File: src/rtl/uart_tx_frame_if.sv
// rtl/uart_tx_frame_if.sv - Upstream handshake and serial line bundle for uart_tx_frame
//
// Purpose: groups the word handshake, retransmit request and transmitter
// outputs so the transmitter and its upstream share one connection.
// Signals:
//   P_DATA      word to transmit (upstream -> tx)
//   DATA_VALID  level request, P_DATA holds a new word (upstream -> tx)
//   PAR_EN      append parity bit (upstream -> tx)
//   PAR_TYP     0 = even, 1 = odd parity (upstream -> tx)
//   retx_req    level request to resend the held frame (upstream -> tx)
//   TX_OUT      registered serial line, idle high (tx -> upstream/line)
//   busy        transmitter not idle (tx -> upstream)
//   data_ack    one-cycle pulse, P_DATA consumed (tx -> upstream)
// Modports: master = upstream/link controller, slave = transmitter.

interface uart_tx_frame_if #(
    parameter int DATA_WIDTH = 8
);
    logic [DATA_WIDTH-1:0] P_DATA;
    logic                  DATA_VALID;
    logic                  PAR_EN;
    logic                  PAR_TYP;
    logic                  retx_req;
    logic                  TX_OUT;
    logic                  busy;
    logic                  data_ack;

    modport master (
        output P_DATA, DATA_VALID, PAR_EN, PAR_TYP, retx_req,
        input  TX_OUT, busy, data_ack
    );

    modport slave (
        input  P_DATA, DATA_VALID, PAR_EN, PAR_TYP, retx_req,
        output TX_OUT, busy, data_ack
    );
endinterface

File: src/rtl/uart_tx_frame.sv
// rtl/uart_tx_frame.sv - UART frame transmitter with parity and last-frame retransmit
//
// Purpose: serialises a word as start bit, DATA_WIDTH data bits LSB first,
// optional parity bit and stop bit, one clk (baud clock) per bit. The last
// accepted frame is held in a shadow register so it can be resent on request.
// Ports:
//   clk  baud-rate clock, rising edge
//   rst  synchronous reset, active-high
//   bus  uart_tx_frame_if.slave (P_DATA, DATA_VALID, PAR_EN, PAR_TYP,
//        retx_req in; TX_OUT, busy, data_ack out)
// Build option: define UART_TX_TWO_STOP_EN for two stop bits per frame.

module uart_tx_frame #(
    parameter int DATA_WIDTH = 8
) (
    input  logic              clk,
    input  logic              rst,
    uart_tx_frame_if.slave    bus
);
    localparam int CW = $clog2(DATA_WIDTH);

    typedef enum logic [2:0] {IDLE, START, DATA, PARITY, STOP} state_t;

    state_t                state_q, state_n;
    logic [CW-1:0]         cnt_q, cnt_n;
    logic [DATA_WIDTH-1:0] sh_data_q, sh_data_n;
    logic                  sh_pe_q, sh_pe_n;
    logic                  sh_pt_q, sh_pt_n;
    logic                  tx_q, tx_n;
    logic                  busy_q;
    logic                  ack_q, ack_n;
    logic                  stop_last;
    logic                  accept_pt;
`ifdef UART_TX_TWO_STOP_EN
    logic                  stop_q, stop_n;
`endif

    always_ff @(posedge clk) begin
        if (rst) begin
            state_q   <= IDLE;
            cnt_q     <= '0;
            sh_data_q <= '0;
            sh_pe_q   <= 1'b0;
            sh_pt_q   <= 1'b0;
            tx_q      <= 1'b1;
            busy_q    <= 1'b0;
            ack_q     <= 1'b0;
`ifdef UART_TX_TWO_STOP_EN
            stop_q    <= 1'b0;
`endif
        end else begin
            state_q   <= state_n;
            cnt_q     <= cnt_n;
            sh_data_q <= sh_data_n;
            sh_pe_q   <= sh_pe_n;
            sh_pt_q   <= sh_pt_n;
            tx_q      <= tx_n;
            busy_q    <= (state_n != IDLE);
            ack_q     <= ack_n;
`ifdef UART_TX_TWO_STOP_EN
            stop_q    <= stop_n;
`endif
        end
    end

    always_comb begin
        state_n   = state_q;
        cnt_n     = cnt_q;
        sh_data_n = sh_data_q;
        sh_pe_n   = sh_pe_q;
        sh_pt_n   = sh_pt_q;
        ack_n     = 1'b0;
        tx_n      = 1'b1;
`ifdef UART_TX_TWO_STOP_EN
        stop_n    = stop_q;
        stop_last = stop_q;
`else
        stop_last = 1'b1;
`endif
        accept_pt = (state_q == IDLE) || ((state_q == STOP) && stop_last);

        case (state_q)
            START: begin
                state_n = DATA;
                cnt_n   = '0;
            end
            DATA: begin
                if (cnt_q == CW'(DATA_WIDTH - 1)) begin
                    state_n = sh_pe_q ? PARITY : STOP;
                end else begin
                    cnt_n = cnt_q + 1'b1;
                end
            end
            PARITY: state_n = STOP;
            STOP: begin
`ifdef UART_TX_TWO_STOP_EN
                stop_n = ~stop_q;
`endif
            end
            default: state_n = IDLE;
        endcase

        // Retransmit outranks a new word; a pending DATA_VALID simply waits.
        if (accept_pt) begin
            cnt_n = '0;
`ifdef UART_TX_TWO_STOP_EN
            stop_n = 1'b0;
`endif
            if (bus.retx_req) begin
                state_n = START;
            end else if (bus.DATA_VALID) begin
                state_n   = START;
                sh_data_n = bus.P_DATA;
                sh_pe_n   = bus.PAR_EN;
                sh_pt_n   = bus.PAR_TYP;
                ack_n     = 1'b1;
            end else begin
                state_n = IDLE;
            end
        end

        // Line value is decoded from the next state so TX_OUT stays a pure flop.
        case (state_n)
            START:   tx_n = 1'b0;
            DATA:    tx_n = sh_data_n[cnt_n];
            PARITY:  tx_n = (^sh_data_n) ^ sh_pt_n;
            default: tx_n = 1'b1;
        endcase
    end

    assign bus.TX_OUT   = tx_q;
    assign bus.busy     = busy_q;
    assign bus.data_ack = ack_q;
endmodule

File: src/flat_wrapper.sv
// flat-port wrapper written by rule: the top's interface ports become plain ports
module uart_tx_frame_flat 
#(
    parameter int DATA_WIDTH = 8
)
  (clk, rst, bus_P_DATA, bus_DATA_VALID, bus_PAR_EN, bus_PAR_TYP, bus_retx_req, bus_TX_OUT, bus_busy, bus_data_ack);
  uart_tx_frame_if #(.DATA_WIDTH(DATA_WIDTH)) bus_i ();
  input  logic clk;
  input  logic rst;
  input wire logic [$bits(bus_i.P_DATA)-1:0] bus_P_DATA;
  input wire logic [$bits(bus_i.DATA_VALID)-1:0] bus_DATA_VALID;
  input wire logic [$bits(bus_i.PAR_EN)-1:0] bus_PAR_EN;
  input wire logic [$bits(bus_i.PAR_TYP)-1:0] bus_PAR_TYP;
  input wire logic [$bits(bus_i.retx_req)-1:0] bus_retx_req;
  output wire logic [$bits(bus_i.TX_OUT)-1:0] bus_TX_OUT;
  output wire logic [$bits(bus_i.busy)-1:0] bus_busy;
  output wire logic [$bits(bus_i.data_ack)-1:0] bus_data_ack;
  assign bus_i.P_DATA = bus_P_DATA;
  assign bus_i.DATA_VALID = bus_DATA_VALID;
  assign bus_i.PAR_EN = bus_PAR_EN;
  assign bus_i.PAR_TYP = bus_PAR_TYP;
  assign bus_i.retx_req = bus_retx_req;
  assign bus_TX_OUT = bus_i.TX_OUT;
  assign bus_busy = bus_i.busy;
  assign bus_data_ack = bus_i.data_ack;
  uart_tx_frame #(.DATA_WIDTH(DATA_WIDTH)) u_core (.clk(clk), .rst(rst), .bus(bus_i));
endmodule
File: config.mk
export PLATFORM = sky130hd
export DESIGN_NAME = uart_tx_frame_flat
export DESIGN_NICKNAME = d
export VERILOG_FILES = /design/src/rtl/uart_tx_frame_if.sv /design/src/rtl/uart_tx_frame.sv /design/src/flat_wrapper.sv
export SDC_FILE = /design/constraint.sdc
export NUM_CORES = 1
export LEC_CHECK = 0
export BUFFER_PORTS_ARGS = -buffer_cell sky130_fd_sc_hd__buf_2
export CORE_ASPECT_RATIO = 0.7
export CORE_MARGIN = 5
export CORE_UTILIZATION = 48
export DETAILED_ROUTE_END_ITERATION = 10
export HOLD_SLACK_MARGIN = 0.06
export PLACE_DENSITY = 0.73
export REMOVE_ABC_BUFFERS = 1
export SYNTH_ARGS = -nofsm -noshare
export SYNTH_HDL_FRONTEND = slang
export SYNTH_SLANG_ARGS = --single-unit
File: constraint.sdc
create_clock -name clk -period 1.7 [get_ports clk]
set_input_delay 0.17 -clock clk [delete_from_list [all_inputs] [get_ports clk]]
set_output_delay 0.17 -clock clk [all_outputs]
set_load 0.03 [all_outputs]
==> impl_metrics.env, run 1 <==
export IMPL_synthTopCellsByArea="sky130_fd_sc_hd__dfxtp_1 39%, sky130_fd_sc_hd__nand2_1 8.8%, sky130_fd_sc_hd__xnor2_1 7.1%"
export IMPL_hold_viol_final=0
export IMPL_dieArea_um2=3070
export IMPL_report_final_setup_viol=1
export IMPL_fin_crit_ns=1.95
export IMPL_area_growth_syn_to_layout_pct=32.1
export IMPL_postLayoutCoreUtil_pct=68.4
export IMPL_clockBufferDepth=2
export IMPL_post_synth_num_cell_types=34
export IMPL_tritoncts_sink_count=19
export IMPL_clock_latency_ns=0.30
export IMPL_timing_hold_ws_ns=0.0938
export IMPL_critical_path_n_buffers_inverters=0
export IMPL_numPortBuffers=16
export IMPL_synth_yosys_warnings=0
export IMPL_synth_async_sr_flop_share_pct=0
export IMPL_critical_path_required_ns=1.90
export IMPL_floorplan_initialDensity_pct=51.7
export IMPL_intPower_w=0.000688
export IMPL_finalInstanceArea_um2=1300
export IMPL_start_to_end_type_of_the_worst_setup_path="flip-flop to flip-flop"
export IMPL_multi_input_comb_area_um2=607
export IMPL_layout_worst_path_cycle_share_pct=115
export IMPL_rsz_0062_raised_after_global_routing="yes"
export IMPL_postSynthCellCount=117
export IMPL_setup_worst_path_start_class="flip-flop"
export IMPL_violations="setup timing"
export IMPL_routed_wirelength_mm=2.53
export IMPL_worst_path_largest_cell_delay_ns=0.35
export IMPL_synth_enable_flop_cells=0
export IMPL_grt_first_pass_wirelength_mm=4.06
export IMPL_worst_setup_path_end_kind="flip-flop"
export IMPL_vdd_ir_drop_worst_mv=0.611
export IMPL_wl_per_cell_um=14.4
export IMPL_synthesis_area_um2=985
export IMPL_worst_path_max_delay_cell="sky130_fd_sc_hd__dfxtp_2"
export IMPL_pwr_share_seq_pct=50.5
export IMPL_vias_in_the_first_global_route=956
export IMPL_initial_antenna_violation_count=0
export IMPL_r2r_setup_slack_ns=-0.25
export IMPL_run_status="finished with violations"
export IMPL_final_nets=170
export IMPL_worst_hold_path_type="primary input to flip-flop"
export IMPL_post_dp_hpwl_mm=1.95
export IMPL_finClkSkew_ns=0.00288
export IMPL_tritoncts_num_buffers=3
export IMPL_max_cap_viol_count=0
export IMPL_cell_rows=13
export IMPL_netlist_top_cell_by_area="sky130_fd_sc_hd__dfxtp_1"
export IMPL_n_antenna_cell=0
export IMPL_yosys_area_top_type_share_pct=38.6
export IMPL_dr_pass1_iters=4
export IMPL_post_synthesis_average_cell_area_um2=8.42
export IMPL_cp_arrival_ns=2.16
export IMPL_share_of_total_power_in_the_clock_network_pct=23.9
export IMPL_crit_path_max_fanout=5
export IMPL_setup_tns_ns=-0.253
export IMPL_ys_ff_latch=19
export IMPL_drt_iter0_markers=33
export IMPL_cp_top_family="compound AO/OA/AOI/OAI gates"
export IMPL_power_share_combinational_pct=25.6
export IMPL_placedInstanceArea_um2=1210
export IMPL_crit_chain="ha_4, a21o_4, a21bo_4, a21oi_4, mux2i_1, o211a_1, o41ai_2"
export IMPL_regArea_um2=383
export IMPL_dp_slack_ns=-0.225
export IMPL_slew_violations=0
export IMPL_swShare_pct=30.0
export IMPL_route_detailed_drc=0
export IMPL_final_setup_worst_slack_ns=-0.253
export IMPL_worst_pin_slew_ns=0.498
export IMPL_grt_max_degree=16
export IMPL_postRouteAntennaNets=0
export IMPL_worst_slew_margin_rel_pct=66.7
export IMPL_tritoncts_clock_tree="built"
export IMPL_overall_overflow_remaining_after_global_route=0
export IMPL_ctsHtreeMaxLevel=1
export IMPL_ctsRootBufferMaster="sky130_fd_sc_hd__clkbuf_4"
export IMPL_track_usage_pct=17.4
export IMPL_fp_coreArea_um2=1900
export IMPL_synth_yosys_seq_area_share_pct=38.6
export IMPL_drt_vias_per_instance=5.73
export IMPL_pin_count=17
export IMPL_cellLeakagePower_nw=0.557
export IMPL_gp_congestion=0.827
export IMPL_die_height_um=47.9
export IMPL_detailroute_via_count=1009
export IMPL_powerDensity_nw_per_um2=756
export IMPL_achievable_frequency_ghz=0.512
export IMPL_die_width_um=64.1
export IMPL_switchingPower_w=0.000295
export IMPL_clk_pin_slew_ns=0.11
export IMPL_layout_cells_most_common_list="23 x sky130_fd_sc_hd__nand2_1, 23 x sky130_fd_sc_hd__buf_4, 17 x sky130_fd_sc_hd__dfxtp_1"
export IMPL_final_layout_size_suffix_gt1_share_pct=36.4
export IMPL_synth_main_ff_cell="sky130_fd_sc_hd__dfxtp_1"
export IMPL_count_of_filler_cells_inserted_in_the_layout=156
## power groups by stage
stage | sequential (W) | clock (W) | combinational (W)
after detailed placement | 0.000506 | 0 | 0.000234
final | 0.000496 | 0.000235 | 0.000252
after global routing | 0.000500 | 0.000253 | 0.000273
after floorplan | 0.000521 | 0 | 0.000115
after global placement | 0.000504 | 0 | 0.000228
after CTS | 0.000496 | 0.000237 | 0.000239
## timing repair
item	4_1_cts	5_1_grt
gates cloned	0	0
resized for setup	2	7
pin swaps	1	4
endpoints found under the setup margin	1	2
hold buffers	0	0
buffers inserted	1	2
endpoints found under the hold margin	0	0
## routing by layer
layer  up-vias  share of wire (%)  routed length (um)  track usage [%]
met5         -                  0                   0                0
met4         0                4.9                 123             11.8
met3        14                6.3                 159             4.93
met2        47                 46                1160             31.3
met1       468                 43                1080             18.6
li1        480                  -                   -                -
## worst min-delay path, cell delays in order
cell and delay (ns):
sky130_fd_sc_hd__buf_2 0.09, sky130_fd_sc_hd__nand2_1 0.04, sky130_fd_sc_hd__a21oi_1 0.05
## synthesized netlist by cell type (2+ instances only)
cell,n
sky130_fd_sc_hd__nor4b_1,2
sky130_fd_sc_hd__and2_1,2
sky130_fd_sc_hd__nor3_1,2
sky130_fd_sc_hd__o211a_1,2
sky130_fd_sc_hd__o21ai_0,3
sky130_fd_sc_hd__o21a_1,2
sky130_fd_sc_hd__dfxtp_1,19
sky130_fd_sc_hd__nor3b_1,2
sky130_fd_sc_hd__nor2b_1,2
sky130_fd_sc_hd__a21oi_1,12
sky130_fd_sc_hd__nor2_1,12
sky130_fd_sc_hd__xnor2_1,8
sky130_fd_sc_hd__clkbuf_1,2
sky130_fd_sc_hd__mux2i_1,3
sky130_fd_sc_hd__nand2_1,23
sky130_fd_sc_hd__buf_2,3
## registers in the layout (all words and copies together), names as in the netlist
name and flops:
u_core.bus.TX_OUT 1, u_core.bus.busy 1, u_core.bus.data_ack 1, u_core.cnt_q 3, u_core.sh_data_q 8, u_core.sh_pe_q 1, u_core.sh_pt_q 1, u_core.state_q 3
## metrics by stage
| stage | power [W] | cells |
|---|---|---|
| detailed placement | 0.000739 | 169 |
| floorplan | 0.000636 | 111 |
| global placement | 0.000732 | 169 |
| global route | 0.00103 | 176 |
| finish | 0.000983 | 176 |
| CTS | 0.000972 | 174 |
## worst paths after layout
check	end	cells past startpoint	from
setup / recovery	u_core.bus.TX_OUT	7	u_core.cnt_q[0]
hold / removal	u_core.sh_data_q[5]	3	bus_P_DATA[5]
setup reg to reg	u_core.bus.TX_OUT	7	u_core.cnt_q[0]
hold reg to reg	u_core.sh_pt_q	2	u_core.sh_pt_q
## cell type report
class	instances	area share, %
multi-input cells	91	46.6
flip-flops and latches	19	29.4
repair buffers	39	19.4
well taps	22	2.12
clock buffers	3	1.73
clock inverters	1	0.385
inverters	1	0.288
## logic make-up after synthesis
family | Yosys count | synth area share (%)
and+or+nand+nor | 49 | 23.8
AOI/OAI and AO/OA | 30 | 22.4
DFF | 19 | 38.6
xor gates and xnor gates | 8 | 7.12
buffers and inverters | 7 | 3.81
muxes | 3 | 3.05
adders and majority gates | 1 | 1.27
Power figures use the tool's default switching activity.
==> run 2, diff against run 1 <==
--- a/config.mk
+++ b/config.mk
@@ -6,12 +6,11 @@
 export NUM_CORES = 1
 export LEC_CHECK = 0
 export BUFFER_PORTS_ARGS = -buffer_cell sky130_fd_sc_hd__buf_2
-export CORE_ASPECT_RATIO = 0.7
 export CORE_MARGIN = 5
-export CORE_UTILIZATION = 48
+export CORE_UTILIZATION = 57
 export DETAILED_ROUTE_END_ITERATION = 10
 export HOLD_SLACK_MARGIN = 0.06
-export PLACE_DENSITY = 0.73
+export PLACE_DENSITY = 0.81
 export REMOVE_ABC_BUFFERS = 1
 export SYNTH_ARGS = -nofsm -noshare
 export SYNTH_HDL_FRONTEND = slang
==> constraint.sdc (replaced) <==
create_clock -name clk -period 2.5 [get_ports clk]
set_input_delay 0.25 -clock clk [delete_from_list [all_inputs] [get_ports clk]]
set_output_delay 0.25 -clock clk [all_outputs]
set_load 0.02 [all_outputs]
==> impl_metrics.env, run 2 (same netlist as run 1, synthesis figures left out) <==
export IMPL_run_status="completed"
export IMPL_report_final_setup_viol=0
export IMPL_timing_hold_ws_ns=0.165
export IMPL_dieArea_um2=2660
export IMPL_setup_tns_ns=0
export IMPL_final_layout_size_suffix_gt1_share_pct=20.5
export IMPL_n_antenna_cell=0
export IMPL_final_nets=148
export IMPL_worst_hold_path_type="primary input to flip-flop"
export IMPL_ctsRootBufferMaster="sky130_fd_sc_hd__clkbuf_4"
export IMPL_routed_wirelength_mm=1.98
export IMPL_initial_antenna_violation_count=0
export IMPL_cellLeakagePower_nw=0.439
export IMPL_achievable_frequency_ghz=0.482
export IMPL_postRouteAntennaNets=0
export IMPL_numPortBuffers=16
export IMPL_numPlacedInstances=145
export IMPL_cp_top_family="compound AO/OA/AOI/OAI gates"
export IMPL_track_usage_pct=17.3
export IMPL_fin_crit_ns=2.07
export IMPL_cts_resized=0
export IMPL_drt_vias_per_instance=5.50
export IMPL_largest_register_ff_count=8
export IMPL_floorplan_initialDensity_pct=58.3
export IMPL_tritoncts_sink_count=19
export IMPL_worst_pin_slew_ns=0.474
export IMPL_overall_overflow_remaining_after_global_route=0
export IMPL_finClkSkew_ns=0.0156
export IMPL_cts_hold_buffers_added=0
export IMPL_clockBufferDepth=2
export IMPL_powerDensity_nw_per_um2=565
export IMPL_rsz_0062_raised_after_global_routing="no"
export IMPL_final_common_cell="sky130_fd_sc_hd__nand2_1"
export IMPL_hold_viol_final=0
export IMPL_worst_path_largest_cell_delay_ns=0.40
export IMPL_cell_rows=15
export IMPL_largestRegisters="u_core.sh_data_q (8), u_core.cnt_q (3), u_core.state_q (3)"
export IMPL_area_growth_syn_to_layout_pct=10.9
export IMPL_final_cells=149
export IMPL_route_detailed_drc=0
export IMPL_post_dp_hpwl_mm=1.43
export IMPL_setup_worst_path_start_class="flip-flop"
export IMPL_start_to_end_type_of_the_worst_setup_path="flip-flop to flip-flop"
export IMPL_slew_violations=0
export IMPL_tritoncts_num_buffers=3
export IMPL_drt_iter0_markers=26
export IMPL_die_height_um=51.6
export IMPL_crit_path_max_fanout=6
export IMPL_ctsHtreeMaxLevel=1
export IMPL_worst_slew_margin_rel_pct=68.0
export IMPL_tritoncts_clock_tree="built"
export IMPL_grt_first_pass_wirelength_mm=3.39
export IMPL_fp_coreArea_um2=1690
export IMPL_max_cap_viol_count=0
export IMPL_grt_max_degree=16
export IMPL_clk_pin_slew_ns=0.11
export IMPL_placedInstanceArea_um2=1070
export IMPL_vias_in_the_first_global_route=770
export IMPL_worst_path_max_delay_cell="sky130_fd_sc_hd__a2111oi_0"
export IMPL_vdd_ir_drop_worst_mv=0.517
export IMPL_clock_latency_ns=0.31
export IMPL_crit_chain="ha_1, a21o_4, a21bo_4, a21oi_4, nor2b_1, a2111oi_0, o41ai_1"
export IMPL_layout_cells_most_common_list="23 x sky130_fd_sc_hd__nand2_1, 19 x sky130_fd_sc_hd__dfxtp_1, 16 x sky130_fd_sc_hd__buf_2"
export IMPL_cp_arrival_ns=2.25
export IMPL_finalInstanceArea_um2=1090
export IMPL_dr_pass1_iters=4
export IMPL_largest_register="u_core.sh_data_q"
export IMPL_pin_count=17
export IMPL_postLayoutCoreUtil_pct=64.7
export IMPL_die_width_um=51.6
export IMPL_critical_path_n_buffers_inverters=0
export IMPL_detailroute_via_count=820
export IMPL_wl_per_cell_um=13.3
export IMPL_worst_setup_path_end_kind="flip-flop"
export IMPL_critical_path_required_ns=2.68
export IMPL_postCtsSetupBuffers=0
export IMPL_gp_congestion=0.829
export IMPL_layout_worst_path_cycle_share_pct=82.9
==> run 2: worst register-to-register path, delay by kind of cell, from the launching register on <==
kind | cells | cell delay [ns]
AO/OA/AOI/OAI | 5 | 1.21
flip-flops | 1 | 0.39
adder cells (fa/ha/maj) | 1 | 0.27
AND/OR/NAND/NOR | 1 | 0.08
==> run 2: metrics by stage <==
stage | worst slack, ns | total power (W)
after floorplan | 0.436 | 0.000428
after detailed placement | 0.503 | 0.000466
after global placement | 0.588 | 0.000464
final | 0.427 | 0.000617
after CTS | 0.431 | 0.000619
after global routing | 0.345 | 0.000653
==> run 2: metal layers <==
metal / up-vias / global-route usage (%) / wire (um)
li1: 434 / - / -
met1: 365 / 21.2 / 898
met2: 15 / 28.2 / 950
met3: 6 / 3.72 / 74
met4: 0 / 9.17 / 55
met5: - / 0 / 0
==> run 2: path summary, 6_finish.rpt <==
check / from / slack, ns / end / cells past startpoint
worst max-delay path: u_core.cnt_q[0] / 0.43 / u_core.bus.TX_OUT / 7
worst min-delay path: bus_P_DATA[2] / 0.16 / u_core.sh_data_q[2] / 3
worst max register to register: u_core.cnt_q[0] / 0.43 / u_core.bus.TX_OUT / 7
worst min register to register: u_core.sh_data_q[0] / 0.49 / u_core.sh_data_q[0] / 2
==> run 2: area by class of cell <==
| cell class | instances | area (um2) |
|---|---|---|
| Fill cell | 153 | 597 |
| Multi-Input combinational cell | 91 | 573 |
| Sequential cell | 19 | 380 |
| Timing Repair Buffer | 17 | 87.6 |
| Clock buffer | 4 | 26.3 |
| Tap cell | 17 | 21.3 |
| Inverter | 1 | 3.75 |
==> run 2: report_power, final <==
part           internal, W  leakage, nW  switching [W]
registers         0.000321        0.155      0.0000215
logic            0.0000573        0.269      0.0000604
clock network    0.0000622       0.0150      0.0000947
